[src/rtl/mips8_pkg.sv]
// Shared widths and types for the 8-bit MIPS datapath.
// Register-file, write-address and forwarding blocks all import from here.
package mips8_pkg;
    localparam int DW   = 8;
    localparam int AW   = 3;
    localparam int NREG = 8;
    localparam int SCW  = 8;

    typedef logic [AW-1:0] reg_addr_t;
    typedef logic [DW-1:0] word_t;

    localparam reg_addr_t REG_ZERO = 3'd0;
endpackage

[src/rtl/reg_file_rd_if.sv]
// Write-back, read-port and issue bundle between the pipeline and the register file.
// The pipeline drives the master side; the register file is the slave.
interface reg_file_rd_if #(
    parameter int DW  = 8,
    parameter int AW  = 3,
    parameter int SCW = 8
);
    logic            we;
    logic [AW-1:0]   wa;
    logic [DW-1:0]   wd;
    logic [AW-1:0]   ra1;
    logic [AW-1:0]   ra2;
    logic            use1;
    logic            use2;
    logic [DW-1:0]   rd1;
    logic [DW-1:0]   rd2;
    logic            iss_v;
    logic [AW-1:0]   iss_dst;
    logic            stall;
    logic [2**AW-1:0] pend;
    logic [SCW-1:0]  stall_cnt;

    modport master (
        output we, wa, wd,
        output ra1, ra2, use1, use2,
        output iss_v, iss_dst,
        input  rd1, rd2,
        input  stall, pend, stall_cnt
    );

    modport slave (
        input  we, wa, wd,
        input  ra1, ra2, use1, use2,
        input  iss_v, iss_dst,
        output rd1, rd2,
        output stall, pend, stall_cnt
    );
endinterface

[src/rtl/reg_scoreboard.sv]
// Pending-write bitmap for multi-cycle producers and the read-hazard hits.
// A same-cycle issue overrides a write-back clear on the same register.
module reg_scoreboard #(
    parameter int AW = 3
) (
    input  logic             clk,
    input  logic             rst_n,
    input  logic             we,
    input  logic [AW-1:0]    wa,
    input  logic             iss_v,
    input  logic [AW-1:0]    iss_dst,
    input  logic [AW-1:0]    ra1,
    input  logic [AW-1:0]    ra2,
    input  logic             use1,
    input  logic             use2,
    output logic [2**AW-1:0] pend,
    output logic             hit1,
    output logic             hit2
);
    import mips8_pkg::*;

    localparam int N = 2**AW;

    logic [N-1:0] pend_q;
    logic [N-1:0] pend_d;

    always_comb begin
        pend_d = pend_q;
        for (int n = 1; n < N; n++) begin
            if (iss_v && iss_dst == AW'(n)) begin
                pend_d[n] = 1'b1;
            end else if (we && wa == AW'(n)) begin
                pend_d[n] = 1'b0;
            end
        end
        pend_d[0] = 1'b0;
    end

    always_ff @(posedge clk) begin
        if (!rst_n) begin
            pend_q <= '0;
        end else begin
            pend_q <= pend_d;
        end
    end

    assign pend = pend_q;

    // A write-back landing this cycle is forwarded, so it is not a hazard.
    always_comb begin
        hit1 = use1 && pend_q[ra1] && !(we && wa == ra1);
        hit2 = use2 && pend_q[ra2] && !(we && wa == ra2);
    end
endmodule

[src/rtl/reg_file_rd.sv]
// 8-entry register file with write bypass, pending-write stall and stall counter.
// r0 is hardwired to zero and never stored.
module reg_file_rd #(
    parameter int DW  = mips8_pkg::DW,
    parameter int AW  = mips8_pkg::AW,
    parameter int SCW = mips8_pkg::SCW
) (
    input  logic          clk,
    input  logic          rst_n,
    reg_file_rd_if.slave  bus
);
    import mips8_pkg::*;

    localparam int N = 2**AW;

    logic [DW-1:0]  regs [1:N-1];
    logic [SCW-1:0] cnt_q;
    logic           hit1;
    logic           hit2;
    logic           stall;

    always_ff @(posedge clk) begin
        if (!rst_n) begin
            for (int i = 1; i < N; i++) begin
                regs[i] <= '0;
            end
        end else if (bus.we && bus.wa != REG_ZERO) begin
            regs[bus.wa] <= bus.wd;
        end
    end

    always_comb begin
        bus.rd1 = '0;
        if (bus.ra1 != REG_ZERO) begin
            if (bus.we && bus.wa == bus.ra1) begin
                bus.rd1 = bus.wd;
            end else begin
                bus.rd1 = regs[bus.ra1];
            end
        end
    end

    always_comb begin
        bus.rd2 = '0;
        if (bus.ra2 != REG_ZERO) begin
            if (bus.we && bus.wa == bus.ra2) begin
                bus.rd2 = bus.wd;
            end else begin
                bus.rd2 = regs[bus.ra2];
            end
        end
    end

    reg_scoreboard #(
        .AW (AW)
    ) u_sb (
        .clk     (clk),
        .rst_n   (rst_n),
        .we      (bus.we),
        .wa      (bus.wa),
        .iss_v   (bus.iss_v),
        .iss_dst (bus.iss_dst),
        .ra1     (bus.ra1),
        .ra2     (bus.ra2),
        .use1    (bus.use1),
        .use2    (bus.use2),
        .pend    (bus.pend),
        .hit1    (hit1),
        .hit2    (hit2)
    );

    assign stall = hit1 | hit2;
    assign bus.stall = stall;

    // Saturates so a long load miss cannot wrap the performance counter.
    always_ff @(posedge clk) begin
        if (!rst_n) begin
            cnt_q <= '0;
        end else if (stall && cnt_q != '1) begin
            cnt_q <= cnt_q + 1'b1;
        end
    end

    assign bus.stall_cnt = cnt_q;
endmodule

[src/flat_wrapper.sv]
// flat-port wrapper written by rule: the top's interface ports become plain ports
module reg_file_rd_flat import mips8_pkg::*;
#(
    parameter int DW  = mips8_pkg::DW,
    parameter int AW  = mips8_pkg::AW,
    parameter int SCW = mips8_pkg::SCW
)
  (clk, rst_n, bus_we, bus_wa, bus_wd, bus_ra1, bus_ra2, bus_use1, bus_use2, bus_iss_v, bus_iss_dst, bus_rd1, bus_rd2, bus_stall, bus_pend, bus_stall_cnt);
  reg_file_rd_if #(.DW(DW), .AW(AW), .SCW(SCW)) bus_i ();
  input  logic clk;
  input  logic rst_n;
  input wire logic [$bits(bus_i.we)-1:0] bus_we;
  input wire logic [$bits(bus_i.wa)-1:0] bus_wa;
  input wire logic [$bits(bus_i.wd)-1:0] bus_wd;
  input wire logic [$bits(bus_i.ra1)-1:0] bus_ra1;
  input wire logic [$bits(bus_i.ra2)-1:0] bus_ra2;
  input wire logic [$bits(bus_i.use1)-1:0] bus_use1;
  input wire logic [$bits(bus_i.use2)-1:0] bus_use2;
  input wire logic [$bits(bus_i.iss_v)-1:0] bus_iss_v;
  input wire logic [$bits(bus_i.iss_dst)-1:0] bus_iss_dst;
  output wire logic [$bits(bus_i.rd1)-1:0] bus_rd1;
  output wire logic [$bits(bus_i.rd2)-1:0] bus_rd2;
  output wire logic [$bits(bus_i.stall)-1:0] bus_stall;
  output wire logic [$bits(bus_i.pend)-1:0] bus_pend;
  output wire logic [$bits(bus_i.stall_cnt)-1:0] bus_stall_cnt;
  assign bus_i.we = bus_we;
  assign bus_i.wa = bus_wa;
  assign bus_i.wd = bus_wd;
  assign bus_i.ra1 = bus_ra1;
  assign bus_i.ra2 = bus_ra2;
  assign bus_i.use1 = bus_use1;
  assign bus_i.use2 = bus_use2;
  assign bus_i.iss_v = bus_iss_v;
  assign bus_i.iss_dst = bus_iss_dst;
  assign bus_rd1 = bus_i.rd1;
  assign bus_rd2 = bus_i.rd2;
  assign bus_stall = bus_i.stall;
  assign bus_pend = bus_i.pend;
  assign bus_stall_cnt = bus_i.stall_cnt;
  reg_file_rd #(.DW(DW), .AW(AW), .SCW(SCW)) u_core (.clk(clk), .rst_n(rst_n), .bus(bus_i));
endmodule
[config.mk]
export PLATFORM = sky130hd
export DESIGN_NAME = reg_file_rd_flat
export DESIGN_NICKNAME = d
export VERILOG_FILES = /design/src/rtl/mips8_pkg.sv /design/src/rtl/reg_file_rd_if.sv /design/src/rtl/reg_scoreboard.sv /design/src/rtl/reg_file_rd.sv /design/src/flat_wrapper.sv
export SDC_FILE = /design/constraint.sdc
export NUM_CORES = 1
export LEC_CHECK = 0
export BUFFER_PORTS_ARGS = -buffer_cell sky130_fd_sc_hd__buf_2
export CORE_MARGIN = 5
export CORE_UTILIZATION = 58
export DETAILED_ROUTE_END_ITERATION = 12
export GPL_ROUTABILITY_DRIVEN = 0
export HOLD_SLACK_MARGIN = 0.08
export PLACE_DENSITY = 0.8
export SYNTH_ARGS = -nofsm -noshare
export SYNTH_HDL_FRONTEND = slang
export SYNTH_HIERARCHICAL = 1
export SYNTH_SLANG_ARGS = --single-unit
[constraint.sdc]
create_clock -name clk -period 1.8 [get_ports clk]
set_input_delay 0.18 -clock clk [delete_from_list [all_inputs] [get_ports clk]]
set_output_delay 0.18 -clock clk [all_outputs]
set_load 0.01 [all_outputs]
==> Word level (Yosys, flattened, before mapping) <==
Memories as Yosys holds them, arrays and structs flattened.
Index checks and enable logic that the tools add are counted.
{ "totals": {"input_bits": 26, "mem_count": 1, "out_inout_bits": 33, "ramBits": 56, "regBits": 16} }
{ "memory_table": {"columns": ["memory", "words", "width", "rd", "rd_clocked_by_memory_dff", "wr", "line_no", "source"], "rows": [
  ["u_core.regs", 7, 8, 2, 0, 7, "reg_file_rd.sv:16", "logic [DW-1:0] regs [1:N-1];"]
]} }
{ "op_classes": {"addsub": 1, "n_reduce_logical": 35, "n_lt_le_gt_ge": 2, "muxes": 29, "bitwise_logic": 1, "n_eq_ne": 17} }
{ "op_table": {"columns": ["op", "n"], "rows": [
  ["$mux 8", 5],
  ["$eq 3x3->1 const B", 8],
  ["$logic_and 1x1->1", 22],
  ["$mux 1", 21],
  ["$reduce_bool 2->1", 7],
  ["$eq 3x2->1 const B", 4],
  ["$reduce_bool 3->1", 3],
  ["$add 8x1->8 const B", 1],
  ["$lt 3x4->1 const B", 2],
  ["$ne 8x8->1 const B", 1],
  ["$reduce_or 8->1", 1],
  ["$bmux 1 s3", 2],
  ["$eq 3x1->1 const B", 2],
  ["$eq 3x3->1", 2],
  ["$mux 3", 1],
  ["$logic_not 1->1", 2],
  ["$or 1x1->1", 1]
]} }

==> Longest topological paths before layout <==
Gate-level depths: netlist of the first run.
{ "logic_depth": {"depth_word": 7, "mapped_depth": 8, "mapped_depth_nobuf": 7} }

==> By module <==
Netlist of the first run, hierarchy kept.
{ "by_module_without_submodules": {"columns": ["mod", "n_inst", "seq_area_each_um2", "area_each_um2", "cells_each"], "rows": [
  ["reg_file_rd", 1, 2082.0, 4071.4, 288],
  ["reg_scoreboard", 1, 140.1, 536.8, 65]
]} }

==> Worst setup path after synthesis of the first run <==
No wires, ideal clock.
{ "synth_timing": {"path_kind": "register -> register", "from": "register u_core.u_sb.pend_q[1], in the netlist u_core/u_sb/pend[1]", "to": "register u_core.cnt_q[6], in the netlist u_core/bus.stall_cnt[6]", "synth_period_minus_slack_ps": 1772, "path_buffers": 1, "setup_slack_ps": 28, "stages_incl_launch_ff": 9, "arrival_ps": 1681, "t_required_ps": 1709, "path_cell_list": "dfxtp_1 -> mux2_2 -> a221oi_1 -> nor4_1 -> or2_1 -> buf_2 -> nor2b_1 -> a31oi_1 -> a311oi_1"} }
{ "synth_between": {"elab_chain_cells": 6, "word_cells_on_any_way": 10, "cone_classes": "4 x mux; 1 x bitwise; 5 x reduce/logical"} }
{ "synth_lines": {"columns": ["element", "line_no", "source"], "rows": [
  ["start: declaration", "reg_scoreboard.sv:24", "logic [N-1:0] pend_q;"],
  ["start signal: assignment", "reg_scoreboard.sv:43", "pend_q <= pend_d;"],
  ["$bmux 1 s3", "reg_scoreboard.sv:52", "hit2 = use2 && pend_q[ra2] && !(we && wa == ra2);"],
  ["$mux 1 (implied by the code)", "reg_scoreboard.sv:52", null],
  ["$logic_and 1x1->1 (2 in a row)", "reg_scoreboard.sv:52", null],
  ["named net u_core.hit2", "reg_file_rd.sv:19", "logic hit2;"],
  ["$or 1x1->1", "reg_file_rd.sv:72", "assign stall = hit1 | hit2;"],
  ["named net bus_stall", "flat_wrapper.sv:23", "output wire logic [$bits(bus_i.stall)-1:0] bus_stall;"],
  ["$logic_and 1x1->1", "reg_file_rd.sv:79", "end else if (stall && cnt_q != '1) begin"],
  ["end signal: assignment", "reg_file_rd.sv:80", "cnt_q <= cnt_q + 1'b1;"],
  ["end: declaration", "reg_file_rd.sv:17", "logic [SCW-1:0] cnt_q;"]
]} }
The timed path passes the listed nets, and every way through them passes these cells. The select of a mux whose other input is x is not followed.
A chain may end at the register's enable or synchronous reset.

==> Worst setup path in the final report of the first run <==
{ "layout_timing": {"from": "register u_core.u_sb.pend_q[1], in the netlist u_core/u_sb/pend[1]", "to": "output port bus_stall"} }
{ "layout_between": {"elab_chain_cells": 5, "word_cells_on_any_way": 9, "cone_classes": "4 x mux; 1 x bitwise; 4 x reduce/logical"} }
{ "layout_lines": {"columns": ["element", "line_no", "source"], "rows": [
  ["$bmux 1 s3", "reg_scoreboard.sv:51", "hit1 = use1 && pend_q[ra1] && !(we && wa == ra1);"],
  ["$mux 1 (implied by the code)", "reg_scoreboard.sv:51", null],
  ["$logic_and 1x1->1 (2 in a row)", "reg_scoreboard.sv:51", null],
  ["named net u_core.hit1", "reg_file_rd.sv:18", "logic hit1;"],
  ["$or 1x1->1", "reg_file_rd.sv:72", null],
  ["end: declaration", "flat_wrapper.sv:23", null]
]} }
The timed path passes the listed nets, and every way through them passes these cells. The select of a mux whose other input is x is not followed.

==> impl_metrics.sql, run 1 <==
INSERT INTO impl_metrics (metric_group, metric, value, unit) VALUES
('outcome', 'outcome', 'finished, violations left', ''),
('outcome', 'violations', 'setup timing', ''),
('cells_and_area', 'finish.cell_count_without_fillers', '583', ''),
('yosys', 'synth_cells', '353', ''),
('sta', 'worst-slew-pin-transition', '0.731', 'ns'),
('critical_path', 'worst_setup_path_end_kind', 'output port', ''),
('floorplanning', 'dieArea', '9830', 'sq um'),
('floorplanning', 'top_level_ports', '59', ''),
('sta', 'hold_slack', '0.114', 'ns'),
('floorplanning', 'floorplan.core_area', '7730', 'sq um'),
('clocking', 'cts.hold.buffers_added', '0', ''),
('clocking', 'clkTransAtPathRegs', '0.08', 'ns'),
('grt', 'grt_start_max_net_pins', '18', ''),
('clocking', 'max-clock-path-buffers', '2', ''),
('cells_and_area', 'layout-area-overhead-vs-synth', '25.9', '%'),
('critical_path', 'timing.critical_path.required', '1.62', 'ns'),
('yosys', 'post-synth-top-area-cell', 'sky130_fd_sc_hd__edfxtp_1', ''),
('floorplanning', 'dieHeight', '99.1', 'microns'),
('sta', 'layout_setup_ws', '-0.208', 'ns'),
('sta', 'setup_viol', '20', ''),
('sta', 'finalClockSkew', '0.00394', 'ns'),
('clocking', 'tritoncts.num_buffers', '9', ''),
('grt', 'grt_first_pass_wirelength', '19.1', 'mm'),
('routing', 'drt_pre_antenna_iters', '5', ''),
('yosys', 'synth_top_area_share', '41.7', '%'),
('floorplanning', 'floorplan.rows', '32', ''),
('yosys', 'netlist_area', '4610', 'sq um'),
('flow_run', 'max_capacitance_violation_total', '0', ''),
('place', 'port_buffers', '57', ''),
('routing', 'route.final.wire_length', '12.4', 'mm'),
('routing', 'drt_iter0_drc', '422', ''),
('sta', 'slew_headroom', '51.0', '%'),
('yosys', 'synth.area.top_cells', 'sky130_fd_sc_hd__edfxtp_1 42%, sky130_fd_sc_hd__mux4_2 12%, sky130_fd_sc_hd__and2_1 7.6%', ''),
('power_and_ir_drop', 'powerDensity', '769', 'nW/um^2'),
('yosys', 'number_of_synthesized_flops_with_an_enable_pin', '64', ''),
('critical_path', 'worst_setup_path_start_kind', 'register', ''),
('cells_and_area', 'insertedDiodeCount', '0', ''),
('grt', 'track_usage', '25.7', '%'),
('grt', 'gr-total-overflow', '0', ''),
('routing', 'antenna_left', '0', ''),
('cells_and_area', 'final_layout_size_suffix_gt1_share', '41.8', '%'),
('routing', 'drt-wirelength-per-cell', '21.3', 'microns'),
('yosys', 'yosys.cell_types.count', '44', ''),
('sta', 'setup_tns_after_final_layout', '-1.39', 'ns'),
('power_and_ir_drop', 'peak_ir_drop_on_the_vdd_network', '0.438', 'mV'),
('place', 'dpl.hpwl', '8.59', 'mm'),
('min_path', 'min_path_type', 'input pin to register', ''),
('clocking', 'clkLatencyLatePin', '0.36', 'ns'),
('clocking', 'ctsHtreeMaxLevel', '3', ''),
('yosys', 'synth_warnings', '6', ''),
('cells_and_area', 'nets', '503', ''),
('grt', 'grt_antenna_before_repair', '0', ''),
('yosys', 'ys_ff_latch', '79', ''),
('routing', 'post_drt_via_cell_ratio', '6.17', ''),
('routing', 'via_count', '3599', ''),
('floorplanning', 'dieWidth', '99.1', 'microns'),
('critical_path', 'critPathArrivalTime', '1.83', 'ns'),
('critical_path', 'criticalPathCategory', 'register to output port', ''),
('yosys', 'seq_total_area_yosys', '48.2', '%'),
('clocking', 'tritoncts_clock_tree', 'built', ''),
('clocking', 'clockRootBuffer', 'sky130_fd_sc_hd__clkbuf_8', ''),
('sta', 'period_share', '112', '%'),
('sta', 'grt_setup_unrepaired', 'true', ''),
('yosys', 'synth_top_flop_cell', 'sky130_fd_sc_hd__edfxtp_1', ''),
('sta', 'max_freq', '0.498', 'GHz'),
('yosys', 'async_reset_ff_share', '0', '%'),
('yosys', 'synthesis.area_per_instance', '13.1', 'sq um'),
('floorplanning', 'floorplan.initialDensity', '59.6', '%'),
('sta', 'timing.final.max_slew_violations', '0', ''),
('clocking', 'tritoncts_num_sinks', '79', ''),
('place', 'dp_cells', '564', ''),
('routing', 'drc', '0', ''),
('grt', 'first_global_vias', '3679', ''),
('sta', 'finalHoldViolCount', '0', ''),
('critical_path', 'critical_path.max_fanout', '3', ''),
('power_and_ir_drop', 'cellLeakagePower', '2.26', 'nW'),
('sta', 'fin_crit', '2.01', 'ns');
-- state kept, by name (all words and copies together) (netlist names) --
register / count
u_core/regs: 64
u_core/bus.stall_cnt: 8
u_core/u_sb/pend: 7
-- per-stage QoR --
stage,cell area (sq um),utilization (%),worst slack (ns),power (mW)
2_1_floorplan,4630,-,0.0282,2.61
3_3_place_gp,5420,70.1,-0.143,2.91
3_5_place_dp,5420,70.1,-0.215,2.94
4_1_cts,5690,73.6,-0.158,4.43
5_1_grt,5800,75.1,-0.268,4.63
6_report,5800,75.1,-0.208,4.46
-- critical path, cell delays in order (launching register included) --
cell and delay (ns):
sky130_fd_sc_hd__dfxtp_2 0.34, sky130_fd_sc_hd__mux2_4 0.29, sky130_fd_sc_hd__a221oi_4 0.26, sky130_fd_sc_hd__nor4_2 0.09, sky130_fd_sc_hd__or2_1 0.25, sky130_fd_sc_hd__buf_6 0.13
sky130_fd_sc_hd__buf_6 0.11
-- kinds of logic after synthesis --
family / count (synthesis) / synth area share (%)
AOI/OAI and AO/OA: 53 / 7.68
xor gates and xnor gates: 14 / 2.66
adders and majority gates: 1 / 0.271
buffers and inverters: 18 / 3.67
DFF: 79 / 48.2
muxes: 54 / 21.2
other: 2 / 0.163
and+or+nand+nor: 132 / 16.1
-- cell usage after synthesis, types with 6 or more instances --
master and count:
sky130_fd_sc_hd__xnor2_1 13, sky130_fd_sc_hd__mux2i_1 16, sky130_fd_sc_hd__and2_1 56, sky130_fd_sc_hd__mux4_1 8, sky130_fd_sc_hd__nor2b_1 6, sky130_fd_sc_hd__dfxtp_1 15, sky130_fd_sc_hd__o21ai_0 15, sky130_fd_sc_hd__nand2_1 9
sky130_fd_sc_hd__buf_6 6, sky130_fd_sc_hd__mux4_2 24, sky130_fd_sc_hd__a21boi_0 7, sky130_fd_sc_hd__nor2_1 28, sky130_fd_sc_hd__edfxtp_1 64, sky130_fd_sc_hd__nand2b_1 6, sky130_fd_sc_hd__a211oi_1 19, sky130_fd_sc_hd__nand3_1 8
-- layer usage --
metal / global-route usage (%) / part of all wire (%) / vias to the layer above / wire length [microns]
met2: 43.0 / 52 / 165 / 6450
met5: 2.05 / 0.18 / - / 23
met4: 10.4 / 2.2 / 3 / 271
met3: 4.91 / 7.9 / 27 / 980
met1: 32.9 / 38 / 1805 / 4720
li1: - / - / 1599 / -
-- power by group --
group	internal (mW)	switching [mW]
clock	0.791	0.687
sequential	2.08	0.0662
combinational	0.425	0.410
total	3.30	1.16
-- what timing repair did --
item	4_1_cts	5_1_grt
resized for setup	29	21
buffers inserted	2	3
endpoints found under the setup margin	25	25
gates cloned	0	0
pin swaps	9	15
-- layout by cell type (no fill, tap or decap), drive strengths merged, types with 7 or more instances in the layout --
master	Yosys	final
clkbuf	2	10
a21boi	7	7
dfxtp	15	15
and2	56	56
nor2	28	28
nand3	8	8
mux2i	16	16
o21ai	17	17
edfxtp	64	64
xnor2	13	13
a211oi	19	19
buf	13	120
nand2	9	9
mux4	32	32
conb	2	9
-- final timing paths --
kind                                          from                              endpoint  slack (ns)  depth (start not counted)
setup / recovery  u_core/u_sb/pend[1]$_SDFFE_PN0P_                             bus_stall       -0.21                          6
hold / removal                      bus_iss_dst[2]      u_core/u_sb/pend[6]$_SDFFE_PN0P_        0.11                          3
setup reg to reg  u_core/u_sb/pend[6]$_SDFFE_PN0P_  u_core/bus.stall_cnt[5]$_SDFFE_PN0P_       -0.17                          7
hold reg to reg   u_core/u_sb/pend[5]$_SDFFE_PN0P_      u_core/u_sb/pend[5]$_SDFFE_PN0P_        0.52                          2
-- area by class of cell --
cell class / instances / area, sq um
inverter: 3 / 11.3
sequential: 79 / 2230
clock buffer: 10 / 128
tap: 102 / 128
multi-input combinational: 263 / 2360
clock inverter: 6 / 93.8
fill: 494 / 1930
timing repair buffer: 120 / 851
Power figures use the tool's default switching activity.
==> inputs of run 2 (changes only) <==
Clock period 1.8 ns to 2.1 ns, I/O delays scaled along.
==> run 2 against run 1 <==
  * The run now ends clean
  * Register-to-register slack improved by 0.36 ns
  * Sequential cell count is the same
  * Count of clock-buffer cells in the layout fell by 1
  * Utilization shrank 5.1 points
  * Clock power decreased by 20%
  * Clock skew grew 0.0046 ns
  * Sequential power down 14%
  * First-iteration DRC count fell by 7.8%
  * Critical path type unchanged
==> impl_metrics.sql, run 2 (same netlist as run 1, synthesis figures left out) <==
INSERT INTO impl_metrics (metric_group, metric, value, unit) VALUES
('sta', 'finalHoldViolCount', '0', ''),
('sta', 'worst-slew-pin-transition', '1.19', 'ns'),
('power_and_ir_drop', 'cellLeakagePower', '2.09', 'nW'),
('clocking', 'tritoncts_clock_tree', 'built', ''),
('clocking', 'clkLatencyLatePin', '0.36', 'ns'),
('grt', 'grt_start_max_net_pins', '21', ''),
('routing', 'drt-wirelength-per-cell', '20.7', 'microns'),
('sta', 'setup_viol', '0', ''),
('routing', 'antenna_left', '0', ''),
('routing', 'drc', '0', ''),
('floorplanning', 'top_level_ports', '59', ''),
('critical_path', 'timing.critical_path.required', '1.89', 'ns'),
('sta', 'period_share', '96.1', '%'),
('grt', 'grt_antenna_before_repair', '0', ''),
('power_and_ir_drop', 'peak_ir_drop_on_the_vdd_network', '0.523', 'mV'),
('critical_path', 'worst_r2r_startpoint', 'u_core/u_sb/pend[6]$_SDFFE_PN0P_', ''),
('sta', 'fin_crit', '2.02', 'ns'),
('grt', 'first_global_vias', '3468', ''),
('place', 'dpl.hpwl', '8.21', 'mm'),
('critical_path', 'critPathSlowestCell', 'sky130_fd_sc_hd__dfxtp_1', ''),
('critical_path', 'crit_chain', 'mux2_2 -> a221oi_1 -> nor4_2 -> or2_1 -> buf_2', ''),
('clocking', 'cts.hold.buffers_added', '0', ''),
('cells_and_area', 'nets', '475', ''),
('routing', 'post_drt_via_cell_ratio', '6.15', ''),
('routing', 'drt_iter0_drc', '389', ''),
('min_path', 'hp-start', 'bus_wd[6]', ''),
('grt', 'track_usage', '24.4', '%'),
('clocking', 'clockRootBuffer', 'sky130_fd_sc_hd__clkbuf_8', ''),
('floorplanning', 'floorplan.core_area', '7730', 'sq um'),
('critical_path', 'worst_setup_path_start_kind', 'register', ''),
('clocking', 'tritoncts.num_buffers', '9', ''),
('cells_and_area', 'layout-area-overhead-vs-synth', '17.3', '%'),
('critical_path', 'slowest_delay', '0.35', 'ns'),
('cells_and_area', 'final_layout_size_suffix_gt1_share', '31.3', '%'),
('place', 'port_buffers', '57', ''),
('sta', 'slew_headroom', '19.8', '%'),
('floorplanning', 'dieWidth', '99.1', 'microns'),
('sta', 'setup_tns_after_final_layout', '0', 'ns'),
('floorplanning', 'floorplan.rows', '32', ''),
('cells_and_area', 'commonest_non_fill_non_tap_cell_in_the_layout', 'sky130_fd_sc_hd__edfxtp_1', ''),
('routing', 'via_count', '3416', ''),
('critical_path', 'worst_setup_path_end_kind', 'output port', ''),
('floorplanning', 'dieHeight', '99.1', 'microns'),
('floorplanning', 'floorplan.initialDensity', '59.6', '%'),
('flow_run', 'max_capacitance_violation_total', '0', ''),
('clocking', 'postCtsSetupRepairBufs', '0', ''),
('critical_path', 'critPathArrivalTime', '1.81', 'ns'),
('clocking', 'ctsHtreeMaxLevel', '3', ''),
('sta', 'grt_setup_unrepaired', 'false', ''),
('cells_and_area', 'filler_cell_count', '538', ''),
('floorplanning', 'dieArea', '9830', 'sq um'),
('critical_path', 'critical_path.max_fanout', '5', ''),
('clocking', 'max-clock-path-buffers', '2', ''),
('sta', 'hold_slack', '0.142', 'ns'),
('critical_path', 'criticalPathCategory', 'register to output port', ''),
('cells_and_area', 'registers.top_by_ff_count', 'u_core/regs', ''),
('clocking', 'clkTransAtPathRegs', '0.10', 'ns'),
('grt', 'grt_first_pass_wirelength', '18.3', 'mm'),
('routing', 'route.final.wire_length', '11.5', 'mm'),
('cells_and_area', 'flip_flop_count_of_the_largest_register_all_copies_and_words_added', '64', ''),
('power_and_ir_drop', 'powerDensity', '672', 'nW/um^2'),
('sta', 'max_freq', '0.495', 'GHz'),
('critical_path', 'worstSetupStartpoint', 'u_core/u_sb/pend[1]$_SDFFE_PN0P_', ''),
('routing', 'drt_pre_antenna_iters', '5', ''),
('clocking', 'tritoncts_num_sinks', '79', ''),
('grt', 'gr-total-overflow', '0', ''),
('sta', 'finalClockSkew', '0.00852', 'ns'),
('outcome', 'outcome', 'complete, no violations', ''),
('sta', 'timing.final.max_slew_violations', '0', ''),
('cells_and_area', 'insertedDiodeCount', '0', ''),
('cells_and_area', 'final_cell_mix', '64 x sky130_fd_sc_hd__edfxtp_1, 57 x sky130_fd_sc_hd__buf_2, 56 x sky130_fd_sc_hd__and2_1', ''),
('min_path', 'min_path_type', 'input pin to register', '');
## run 2: routing by layer
metal	vias up	share of wire, %	track usage (%)
li1	1547	-	-
met1	1670	38	30.3
met2	169	52	42.0
met3	30	8.6	6.03
met4	0	2.1	8.09
met5	-	0	0
## run 2: final timing paths
path / to / slack, ns / depth (start not counted)
hold / removal: u_core/regs[0][6]$_DFFE_PP_ / 0.14 / 1
hold reg to reg: u_core/u_sb/pend[5]$_SDFFE_PN0P_ / 0.54 / 2
setup reg to reg: u_core/bus.stall_cnt[5]$_SDFFE_PN0P_ / 0.19 / 7
setup / recovery: bus_stall / 0.08 / 5
## run 2: critical path, delay by kind of cell (launching register included)
kind | cells | cell delay [ns]
compound gates | 1 | 0.29
simple gates | 2 | 0.36
buf+inv | 1 | 0.16
mux | 1 | 0.28
flops | 1 | 0.35
## run 2: layout make-up
cell class / instances / area, sq um / share of cell area [%]
multi-input cells: 263 / 2280 / 42.1
flip-flops and latches: 79 / 2220 / 41.1
repair buffers: 92 / 561 / 10.4
well taps: 102 / 128 / 2.36
clock buffers: 9 / 124 / 2.29
clock inverters: 7 / 83.8 / 1.55
inverters: 3 / 11.3 / 0.208
## run 2: metrics by stage
stage / power (mW) / area (sq um) / utilization, % / std cells / worst slack (ns)
finish: 3.63 / 5410 / 69.9 / 555 / 0.0811
global route: 3.79 / 5410 / 69.9 / 555 / 0.00967
CTS: 3.64 / 5370 / 69.5 / 555 / 0.0693
detailed placement: 2.47 / 5160 / 66.8 / 539 / 0.0414
global placement: 2.45 / 5160 / 66.8 / 539 / 0.121
floorplan: 2.23 / 4630 / - / 360 / 0.328
## run 2: where the power goes
group | internal, mW | total [mW] | switching, mW
logic | 0.297 | 0.610 | 0.312
registers | 1.78 | 1.84 | 0.0554
clock network | 0.574 | 1.19 | 0.611
## run 2: timing repair
item                                    in CTS  in global routing
resized for setup                            0                  6
endpoints found under the setup margin       0                  4
hold endpoints to repair                     0                  0
==> inputs of run 3 (changes only) <==
Clock period 2.1 ns to 2 ns, I/O delays scaled along.
==> run 3 against run 2 <==
  * Sequential cell count unchanged
  * Count of clock-buffer cells in the layout unchanged
  * Clock skew shrank 0.0060 ns
  * First-iteration DRC count fell by 34%
  * Highest routed layer unchanged
  * Largest power group unchanged
  * Critical path type unchanged
  * Wire length increased by 0.84%
  * Sequential share of layout area down 0.80 points
  * Total power is 4.7% higher
  * Worst setup slack worse by 0.059 ns
  * Non-clock buffer count up 8
==> impl_metrics.sql, run 3 (same netlist as run 1, synthesis figures left out) <==
INSERT INTO impl_metrics (metric_group, metric, value, unit) VALUES
('outcome', 'outcome', 'complete, no violations', ''),
('critical_path', 'critPathSlowestCell', 'sky130_fd_sc_hd__mux4_2', ''),
('routing', 'route.final.wire_length', '11.6', 'mm'),
('floorplanning', 'top_level_ports', '59', ''),
('critical_path', 'timing.critical_path.required', '1.80', 'ns'),
('critical_path', 'crit_chain', 'mux4_2 -> mux2i_2 -> a211oi_1 -> buf_2', ''),
('routing', 'drt_iter0_drc', '257', ''),
('routing', 'drt_pre_antenna_iters', '5', ''),
('place', 'dp_slack', '-0.177', 'ns'),
('cells_and_area', 'registers.top_by_ff_count', 'u_core/regs', ''),
('routing', 'via_count', '3441', ''),
('cells_and_area', 'multi_input_comb_area', '2330', 'sq um'),
('critical_path', 'critPathArrivalTime', '1.78', 'ns'),
('cells_and_area', 'finish.cell_count_without_fillers', '563', ''),
('clocking', 'clkLatencyLatePin', '0.34', 'ns'),
('power_and_ir_drop', 'p_sw', '1.01', 'mW'),
('critical_path', 'slowest_delay', '0.49', 'ns'),
('floorplanning', 'dieWidth', '99.1', 'microns'),
('cells_and_area', 'flip_flop_count_of_the_largest_register_all_copies_and_words_added', '64', ''),
('power_and_ir_drop', 'cellLeakagePower', '2.12', 'nW'),
('grt', 'grt_antenna_before_repair', '0', ''),
('power_and_ir_drop', 'power_frac_comb', '17.8', '%'),
('sta', 'max_freq', '0.505', 'GHz'),
('sta', 'layout_setup_ws', '0.0218', 'ns'),
('clocking', 'tritoncts.num_buffers', '9', ''),
('flow_run', 'max_capacitance_violation_total', '0', ''),
('sta', 'setup_viol', '0', ''),
('routing', 'post_drt_via_cell_ratio', '6.11', ''),
('place', 'dp_cells', '545', ''),
('critical_path', 'worst_setup_path_start_kind', 'register', ''),
('clocking', 'tritoncts_clock_tree', 'built', ''),
('sta', 'slew_headroom', '37.1', '%'),
('sta', 'grt_setup_unrepaired', 'true', ''),
('cells_and_area', 'insertedDiodeCount', '0', ''),
('sta', 'timing.final.max_slew_violations', '0', ''),
('floorplanning', 'dieHeight', '99.1', 'microns'),
('floorplanning', 'floorplan.core_area', '7730', 'sq um'),
('power_and_ir_drop', 'peak_ir_drop_on_the_vdd_network', '0.421', 'mV'),
('cells_and_area', 'final_cell_mix', '64 x sky130_fd_sc_hd__edfxtp_1, 57 x sky130_fd_sc_hd__buf_2, 56 x sky130_fd_sc_hd__and2_1', ''),
('floorplanning', 'floorplan.rows', '32', ''),
('clocking', 'clkTransAtPathRegs', '0.09', 'ns'),
('cells_and_area', 'layout-area-overhead-vs-synth', '19.6', '%'),
('power_and_ir_drop', 'swShare', '26.6', '%'),
('clocking', 'tritoncts_num_sinks', '79', ''),
('routing', 'drt-wirelength-per-cell', '20.6', 'microns'),
('grt', 'grt_first_pass_wirelength', '18.1', 'mm'),
('sta', 'finalClockSkew', '0.00251', 'ns'),
('grt', 'track_usage', '24.0', '%'),
('clocking', 'ctsHtreeMaxLevel', '3', ''),
('cells_and_area', 'final_cell_area', '5510', 'sq um'),
('grt', 'grt_start_max_net_pins', '17', ''),
('min_path', 'min_path_type', 'input pin to register', ''),
('clocking', 'max-clock-path-buffers', '2', ''),
('grt', 'first_global_vias', '3384', ''),
('critical_path', 'worst_setup_path_end_kind', 'output port', ''),
('sta', 'fin_crit', '1.98', 'ns'),
('power_and_ir_drop', 'clock_power_share', '31.5', '%'),
('power_and_ir_drop', 'share_seq_of_total_power', '50.7', '%'),
('routing', 'antenna_left', '0', ''),
('sta', 'worst-slew-pin-transition', '0.939', 'ns'),
('place', 'dpl.hpwl', '8.32', 'mm'),
('floorplanning', 'floorplan.initialDensity', '59.6', '%'),
('clocking', 'clockRootBuffer', 'sky130_fd_sc_hd__clkbuf_8', ''),
('critical_path', 'critical_path.max_fanout', '2', ''),
('routing', 'drc', '0', ''),
('grt', 'gr-total-overflow', '0', ''),
('floorplanning', 'dieArea', '9830', 'sq um'),
('place', 'postPlaceCellArea', '5200', 'sq um'),
('sta', 'period_share', '98.9', '%'),
('sta', 'finalHoldViolCount', '0', ''),
('cells_and_area', 'nets', '483', ''),
('cells_and_area', 'sequential_cell_area', '2220', 'sq um'),
('power_and_ir_drop', 'powerDensity', '690', 'nW/um^2'),
('cells_and_area', 'final_layout_size_suffix_gt1_share', '35.6', '%'),
('cells_and_area', 'commonest_non_fill_non_tap_cell_in_the_layout', 'sky130_fd_sc_hd__edfxtp_1', ''),
('place', 'port_buffers', '57', ''),
('cells_and_area', 'filler_cell_count', '538', ''),
('critical_path', 'criticalPathCategory', 'register to output port', ''),
('power_and_ir_drop', 'cell_internal_pwr', '2.79', 'mW');
==> run 3: cell type report <==
type / instances / area share, %
clock buffers: 9 / 2.25
clock inverters: 7 / 1.43
inverters: 3 / 0.204
multi-input cells: 263 / 42.3
flip-flops and latches: 79 / 40.3
well taps: 102 / 2.32
repair buffers: 100 / 11.2
==> run 3: what timing repair did <==
| item | 4_1_cts | 5_1_grt |
|---|---|---|
| hold buffers | 0 | 0 |
| pin swaps | 1 | 2 |
| buffers inserted | 2 | 0 |
| setup endpoints to repair | 13 | 14 |
| resized for setup | 4 | 19 |
==> run 3: worst max-delay path, delay by kind of cell (launching register included) <==
| family | cells | cell delay, ns |
|---|---|---|
| DFF | 1 | 0.41 |
| muxes | 2 | 0.72 |
| AOI/OAI and AO/OA | 1 | 0.11 |
| buffers and inverters | 1 | 0.18 |
==> run 3: power by group through the flow <==
stage / Combinational (mW) / Clock (mW) / Sequential [mW]
floorplan: 0.403 / 0 / 1.94
global placement: 0.623 / 0 / 1.95
detailed placement: 0.641 / 0 / 1.96
CTS: 0.648 / 1.22 / 1.92
global route: 0.727 / 1.29 / 1.94
finish: 0.677 / 1.20 / 1.93
==> run 3: metal layers <==
metal | up-vias | track usage, % | share of wire [%]
li1 | 1561 | - | -
met1 | 1716 | 30.6 | 39
met2 | 138 | 41.7 | 52
met3 | 26 | 3.79 | 5.9
met4 | 0 | 8.82 | 2.4
met5 | - | 0 | 0
==> run 3: path summary, 6_finish.rpt <==
| check | cells past startpoint | start | endpoint | slack [ns] |
|---|---|---|---|---|
| min reg2reg | 2 | u_core/u_sb/pend[1]$_SDFFE_PN0P_ | u_core/u_sb/pend[1]$_SDFFE_PN0P_ | 0.53 |
| min | 1 | bus_wd[6] | u_core/regs[0][6]$_DFFE_PP_ | 0.14 |
| max | 4 | u_core/regs[6][6]$_SDFFCE_PN0P_ | bus_rd1[6] | 0.02 |
| max reg2reg | 7 | u_core/u_sb/pend[7]$_SDFFE_PN0P_ | u_core/bus.stall_cnt[5]$_SDFFE_PN0P_ | 0.12 |
==> run 3: per-stage QoR <==
step	power [mW]	setup TNS [ns]	hold WS, ns	utilization (%)
floorplan	2.35	0	0.299	-
global placement	2.58	-0.676	0.487	67.3
detailed placement	2.60	-1.46	0.492	67.3
CTS	3.79	0	0.123	70.3
global route	3.96	-0.0311	0.136	71.3
finish	3.80	0	0.138	71.3
